--- src/rtl/riscv_pkg.sv ---
// Shared RV32I datapath definitions: data width and immediate format encodings.
package riscv_pkg;

    localparam int unsigned XLEN     = 32;
    localparam int unsigned SRC_W    = 3;
    localparam int unsigned INSTR_W  = 32;

    typedef enum logic [SRC_W-1:0] {
        IMM_I = 3'd0,
        IMM_S = 3'd1,
        IMM_B = 3'd2,
        IMM_J = 3'd3,
        IMM_U = 3'd4
    } immediate_type_e;

endpackage

--- src/rtl/extend_immediate.sv ---
// RV32I immediate generator: reassembles the format-selected instruction fields,
// sign-extends to XLEN, and keeps a one-cycle registered copy for pipelined consumers.
module extend_immediate #(
    parameter int unsigned XLEN = riscv_pkg::XLEN
) (
    input  logic            clk,
    input  logic            rst,
    input  logic [2:0]      imm_source,
    input  logic [XLEN-1:0] imm_instruction,
    input  logic            imm_valid,
    output logic [XLEN-1:0] imm_extended,
    output logic            imm_illegal,
    output logic [XLEN-1:0] imm_extended_q,
    output logic            imm_valid_q,
    output logic            imm_illegal_q
);
    import riscv_pkg::*;

    logic [INSTR_W-1:0] instr;
    logic [INSTR_W-1:0] imm32;
    logic               illegal;
    logic [XLEN-1:0]    imm_extended_d;
    logic               imm_valid_d;
    logic               imm_illegal_d;

    assign instr = imm_instruction[INSTR_W-1:0];

    // Every format places the sign in bit 31 of its 32-bit reassembly, so a
    // single signed widening covers all of them for any XLEN >= 32.
    always_comb begin
        imm32   = '0;
        illegal = 1'b0;
        unique case (imm_source)
            IMM_I:   imm32 = {{20{instr[31]}}, instr[31:20]};
            IMM_S:   imm32 = {{20{instr[31]}}, instr[31:25], instr[11:7]};
            IMM_B:   imm32 = {{19{instr[31]}}, instr[31], instr[7], instr[30:25],
                              instr[11:8], 1'b0};
            IMM_J:   imm32 = {{11{instr[31]}}, instr[31], instr[19:12], instr[20],
                              instr[30:21], 1'b0};
            IMM_U:   imm32 = {instr[31:12], 12'b0};
            default: illegal = 1'b1;
        endcase
    end

    assign imm_extended = XLEN'($signed(imm32));
    assign imm_illegal  = illegal;

    // Data/illegal registers only load on a valid beat; valid tracks every cycle.
    always_comb begin
        imm_extended_d = imm_extended_q;
        imm_illegal_d  = imm_illegal_q;
        imm_valid_d    = imm_valid;
        if (imm_valid) begin
            imm_extended_d = imm_extended;
            imm_illegal_d  = imm_illegal;
        end
    end

    always_ff @(posedge clk) begin
        if (rst) begin
            imm_extended_q <= '0;
            imm_valid_q    <= 1'b0;
            imm_illegal_q  <= 1'b0;
        end else begin
            imm_extended_q <= imm_extended_d;
            imm_valid_q    <= imm_valid_d;
            imm_illegal_q  <= imm_illegal_d;
        end
    end

endmodule

--- config.mk ---
export PLATFORM = sky130hd
export DESIGN_NAME = extend_immediate
export DESIGN_NICKNAME = d
export VERILOG_FILES = /design/src/rtl/riscv_pkg.sv /design/src/rtl/extend_immediate.sv
export SDC_FILE = /design/constraint.sdc
export NUM_CORES = 1
export LEC_CHECK = 0
export CAP_MARGIN = 20
export CORE_MARGIN = 4
export CORE_UTILIZATION = 40
export CTS_CLUSTER_SIZE = 30
export DETAILED_ROUTE_END_ITERATION = 8
export PLACE_DENSITY_LB_ADDON = 0.2
export SETUP_SLACK_MARGIN = 0.2
export SLEW_MARGIN = 10
export SYNTH_ARGS = -nofsm -noshare
export SYNTH_HDL_FRONTEND = slang
export SYNTH_SLANG_ARGS = --single-unit
--- constraint.sdc ---
create_clock -name clk -period 2.7 [get_ports clk]
set_input_delay 0.54 -clock clk [delete_from_list [all_inputs] [get_ports clk]]
set_output_delay 0.54 -clock clk [all_outputs]
set_load 0.05 [all_outputs]
# Word level (Yosys, flattened, before mapping)
# Index checks and enable logic that the tools add are counted.
dict set report word_totals {
  out_inout_bits 67
  elab_cells 11
  ff_bits 34
  in_bits 38
}
dict set report op_classes {
  n_reduce_logical 2
  n_eq_ne 4
  muxes 2
}
# operator count
set ops {}
lappend ops {{one-hot mux 32 bit (5 select lines)} 1}
lappend ops {{equality test 3 x 2 -> 1 bit (second input constant)} 2}
lappend ops {{OR reduction 5 bit} 1}
lappend ops {{equality test 3 x 1 -> 1 bit (second input constant)} 1}
lappend ops {{equality test 3 bit (second input constant)} 1}
lappend ops {{logical NOT 3 bit} 1}
lappend ops {{2-to-1 mux 1 bit} 1}

# Longest topological paths before layout
dict set report depth {
  word_depth 3
  ltp_mapped 6
  depth_no_buf 4
}

# Worst setup path before layout
# Ideal clock, no wire load.
dict set report synth_path {
  path_type {input port to output port}
  startpoint {input port imm_source[0]}
  endpoint {output port imm_extended[11]}
  required_ns 2.160
  arrival_time_ns 2.013
  path_slack_ns 0.147
  cell_stages 4
  path_cell_list {buf_4 > buf_6 > a211oi_1 > nor3_1}
}
dict set report synth_via {
  elab_chain_cells 2
  word_cells_on_any_way 6
}
# item line
set synth_rtl {}
lappend synth_rtl {{start, declared} extend_immediate.sv:8} ;# input logic [2:0] imm_source,
lappend synth_rtl {{equality test 3 bit (tied with other cells)} extend_immediate.sv:33} ;# unique case (imm_source)
lappend synth_rtl {{one-hot mux 32 bit (5 select lines) *} extend_immediate.sv:33}
lappend synth_rtl {{end, declared} extend_immediate.sv:11} ;# output logic [XLEN-1:0] imm_extended,
# Every way passes the cells marked *; elsewhere a longest branch is shown, timed or not.

# Worst setup path after layout
dict set report layout_path {
  startpoint {input port imm_source[1]}
  endpoint {output port imm_extended[31]}
}
# Same word-level chain as after synthesis.

==> results.toml <==
[run_status]
status = "finished, final reports clean"

[power]
p_int_uw = 1020
p_comb_share_pct = 42.1
share_seq_of_total_power_pct = 33.6
power.density_nw_per_um2 = 507
power.leakage_uw = 0.00137
vdd_drop_max_mv = 0.399
switching_power_uw = 606
swShare_pct = 37.3
clockPowerShare_pct = 24.4

[global_route]
use_met2_pct = 36.6
grt_pass1_vias = 1986
grt_pass1_wl_mm = 9.54
grt_antenna_before_repair = 0
overflow = 0
grt.total_usage_pct = 22.4
gr-usage-met1_pct = 25.3
grt_busiest_layer = "met2"
met3_usage_pct = 11.2
grt_max_degree = 37

[die]
io_pins = 105
die_x_um = 74.4
initial_core_util_pct = 42.8
fp-row-count = 23
die_area_sq_um = 5530
coreArea_sq_um = 4120
die_h_um = 74.4

[route]
drt_wl_total_mm = 5.93
vias_per_cell = 5.36
drt-initial-drc-count = 125
dr.pass1.iters = 4
vias = 1961
ant_nets = 0
route.detailed.drc = 0
avgRoutedWirePerCell_um = 16.2

[yosys]
yosys_warnings = 0
synth_xor_xnor_area_share_pct = 1.85
synth_top_family_by_area = "simple AND/OR/NAND/NOR gates"
synthesis.nets = 253
synthMuxAreaShare_pct = 4.55
yosys.area_share.simple_pct = 24.4
synthesis.area_sq_um = 1760
synth_area_leaders = "dfxtp_1 (39%), nor2_1 (8.3%), a31oi_1 (7.1%)"
synth_edf_count = 0
synthFlopType = "dfxtp_1"
synthCells = 215
ys_seq_elements = 34
synth_top_area_cell = "dfxtp_1"
synthDistinctLibCells = 31
synth-seq-area-share_pct = 38.6
synthAdderAreaFrac_pct = 0
syn-mean-instance-area_sq_um = 8.19
synth_top_cell_area_share_pct = 38.6
synth-compound-area-share_pct = 23.6
ys_async_sr_fraction_pct = 0

[worst_hold_path]
hp-class = "flip-flop to flip-flop"
holdPathStages = 2
hp-start = "imm_extended_q[31]"
hold_end = "imm_extended_q[31]"

[critical_path]
cp-end-kind = "output pin"
cp.required_ns = 2.16
timing.rr.start = "imm_extended_q[17]"
reg2regPathDepth = 2
crit_type = "primary input to output pin"
start_kind = "primary input"
reg2reg_slack_ns = 1.96
worstPathMaxFanout = 7
r2r-end = "imm_extended_q[17]"
critPathLaunch = "imm_source[1]"
worst_ep_arrival_time_ns = 1.89

[clock_network]
numCtsBuffers = 5
cts_buffer_depth = 2
htreeDepth = 2
clkTransAtPathRegs_ns = 0.07
cts_hold_buf = 0
clk_latency_ns = 0.28
cts_sinks = 34
cts_tree = "built"
cts_root_buf = "clkbuf_8"

[timing]
fin_crit_sh_pct = 90.0
relSlewSlack_pct = 59.0
post-route-min-period_ns = 2.43
worst_pin_slew_ns = 0.613
drv_slew = 0
fin_ws_ns = 0.270
grt_setup_unrepaired = "true"
setup_viol = 0
whs_ns = 0.480
final-hold-violation-count = 0
clock.fmax_ghz = 0.411
skew_ns = 0

[cells_and_area]
instances_no_fill = 366
final_layout_size_suffix_gt1_share_pct = 20.9
n_antenna_cell = 0
syn_to_final_growth_pct = 82.2
layout.nets = 353

[flow_run]
max_cap_violations = 0

[placement]
dp_worst_setup_slack_ns = -0.0825
dpl.hpwl_mm = 4.52
gp_congestion = 0.763
numPortBuffers = 97
dp.cells = 355
final cells by class:
class | count | area (sq um)
Inverter | 3 | 12.5
Sequential cell | 34 | 681
Timing Repair Buffer | 112 | 1390
Multi-Input combinational cell | 159 | 970
Fill cell | 292 | 905
Clock inverter | 2 | 12.5
Tap cell | 50 | 62.6
Clock buffer | 6 | 82.6
worst max-delay path, cell delays in order:
cell and delay [ns]:
clkdlybuf4s15_1 0.36, buf_4 0.25, o21ai_0 0.35, and2_1 0.19, buf_4 0.19
placed cells by master (no fill, tap or decap), types with 2 or more instances in the layout:
cell type	count
clkdlybuf4s15_1	2
a311oi_1	8
nor3b_4	2
nor2b_1	10
buf_12	31
nand3_1	9
buf_4	17
mux2i_1	8
o21a_1	11
nand2b_1	2
clkdlybuf4s50_1	60
nand2_1	22
a31oi_1	20
nor2_1	39
clkbuf_8	6
a21oi_1	5
a21o_1	11
clkinv_2	2
dfxtp_1	34
cells by family (layout without fill, tap and decap cells):
group / Yosys count / in the layout
multiplexers: 8 / 8
buffers and inverters: 22 / 123
XOR/XNOR: 2 / 2
flip-flops: 34 / 34
AND/OR/NAND/NOR: 90 / 90
AO/OA/AOI/OAI: 59 / 59
registers in the layout, summed over array words and instances, names as in the netlist:
register,count
imm_illegal_q,1
imm_extended_q,32
imm_valid_q,1
power groups by stage:
stage	clock network [uW]	logic [uW]	registers [uW]
final	396	684	546
after global routing	431	715	550
after CTS	408	685	546
after detailed placement	0	683	558
after global placement	0	674	556
after floorplan	0	276	660
cell usage after synthesis, drive strengths merged (2+ instances only):
| master | count |
|---|---|
| inv | 2 |
| o21a | 11 |
| clkbuf | 4 |
| a21o | 11 |
| nand2b | 2 |
| a31oi | 20 |
| nand3 | 9 |
| nor2b | 11 |
| nand2 | 22 |
| nor3 | 2 |
| dfxtp | 34 |
| nor2 | 39 |
| mux2i | 8 |
| buf | 15 |
| a311oi | 8 |
| a21oi | 5 |
| nor3b | 3 |
stage by stage:
step	instance area, sq um	setup TNS, ns	total power [uW]	utilization [%]
floorplan	1770	0	936	-
global placement	3080	-0.0718	1230	74.9
detailed placement	3080	-0.0825	1240	74.9
CTS	3190	0	1640	77.5
global route	3210	0	1700	78.0
finish	3210	0	1630	78.0
per-layer routing:
layer	vias to the layer above	wire length [um]
li1	952	-
met1	905	2390
met2	90	2750
met3	14	670
met4	0	116
met5	-	0
worst max-delay path by stage:
| stage | end | slack, ns | cells after the start |
|---|---|---|---|
| global placement | imm_extended[11] | -0.07 | 5 |
| finish | imm_extended[31] | 0.27 | 5 |
| CTS | imm_extended[13] | 0.24 | 6 |
| floorplan | imm_extended[0] | 0.23 | 3 |
| global route | imm_extended[3] | 0.18 | 5 |
| detailed placement | imm_extended[11] | -0.08 | 5 |
timing repair:
| item | 4_1_cts | 5_1_grt |
|---|---|---|
| pin swaps | 2 | 0 |
| endpoints found under the hold margin | 0 | 0 |
| endpoints found under the setup margin | 27 | 9 |
| buffers inserted | 1 | 2 |
| resized for setup | 6 | 3 |
Power figures use the tool's default switching activity.
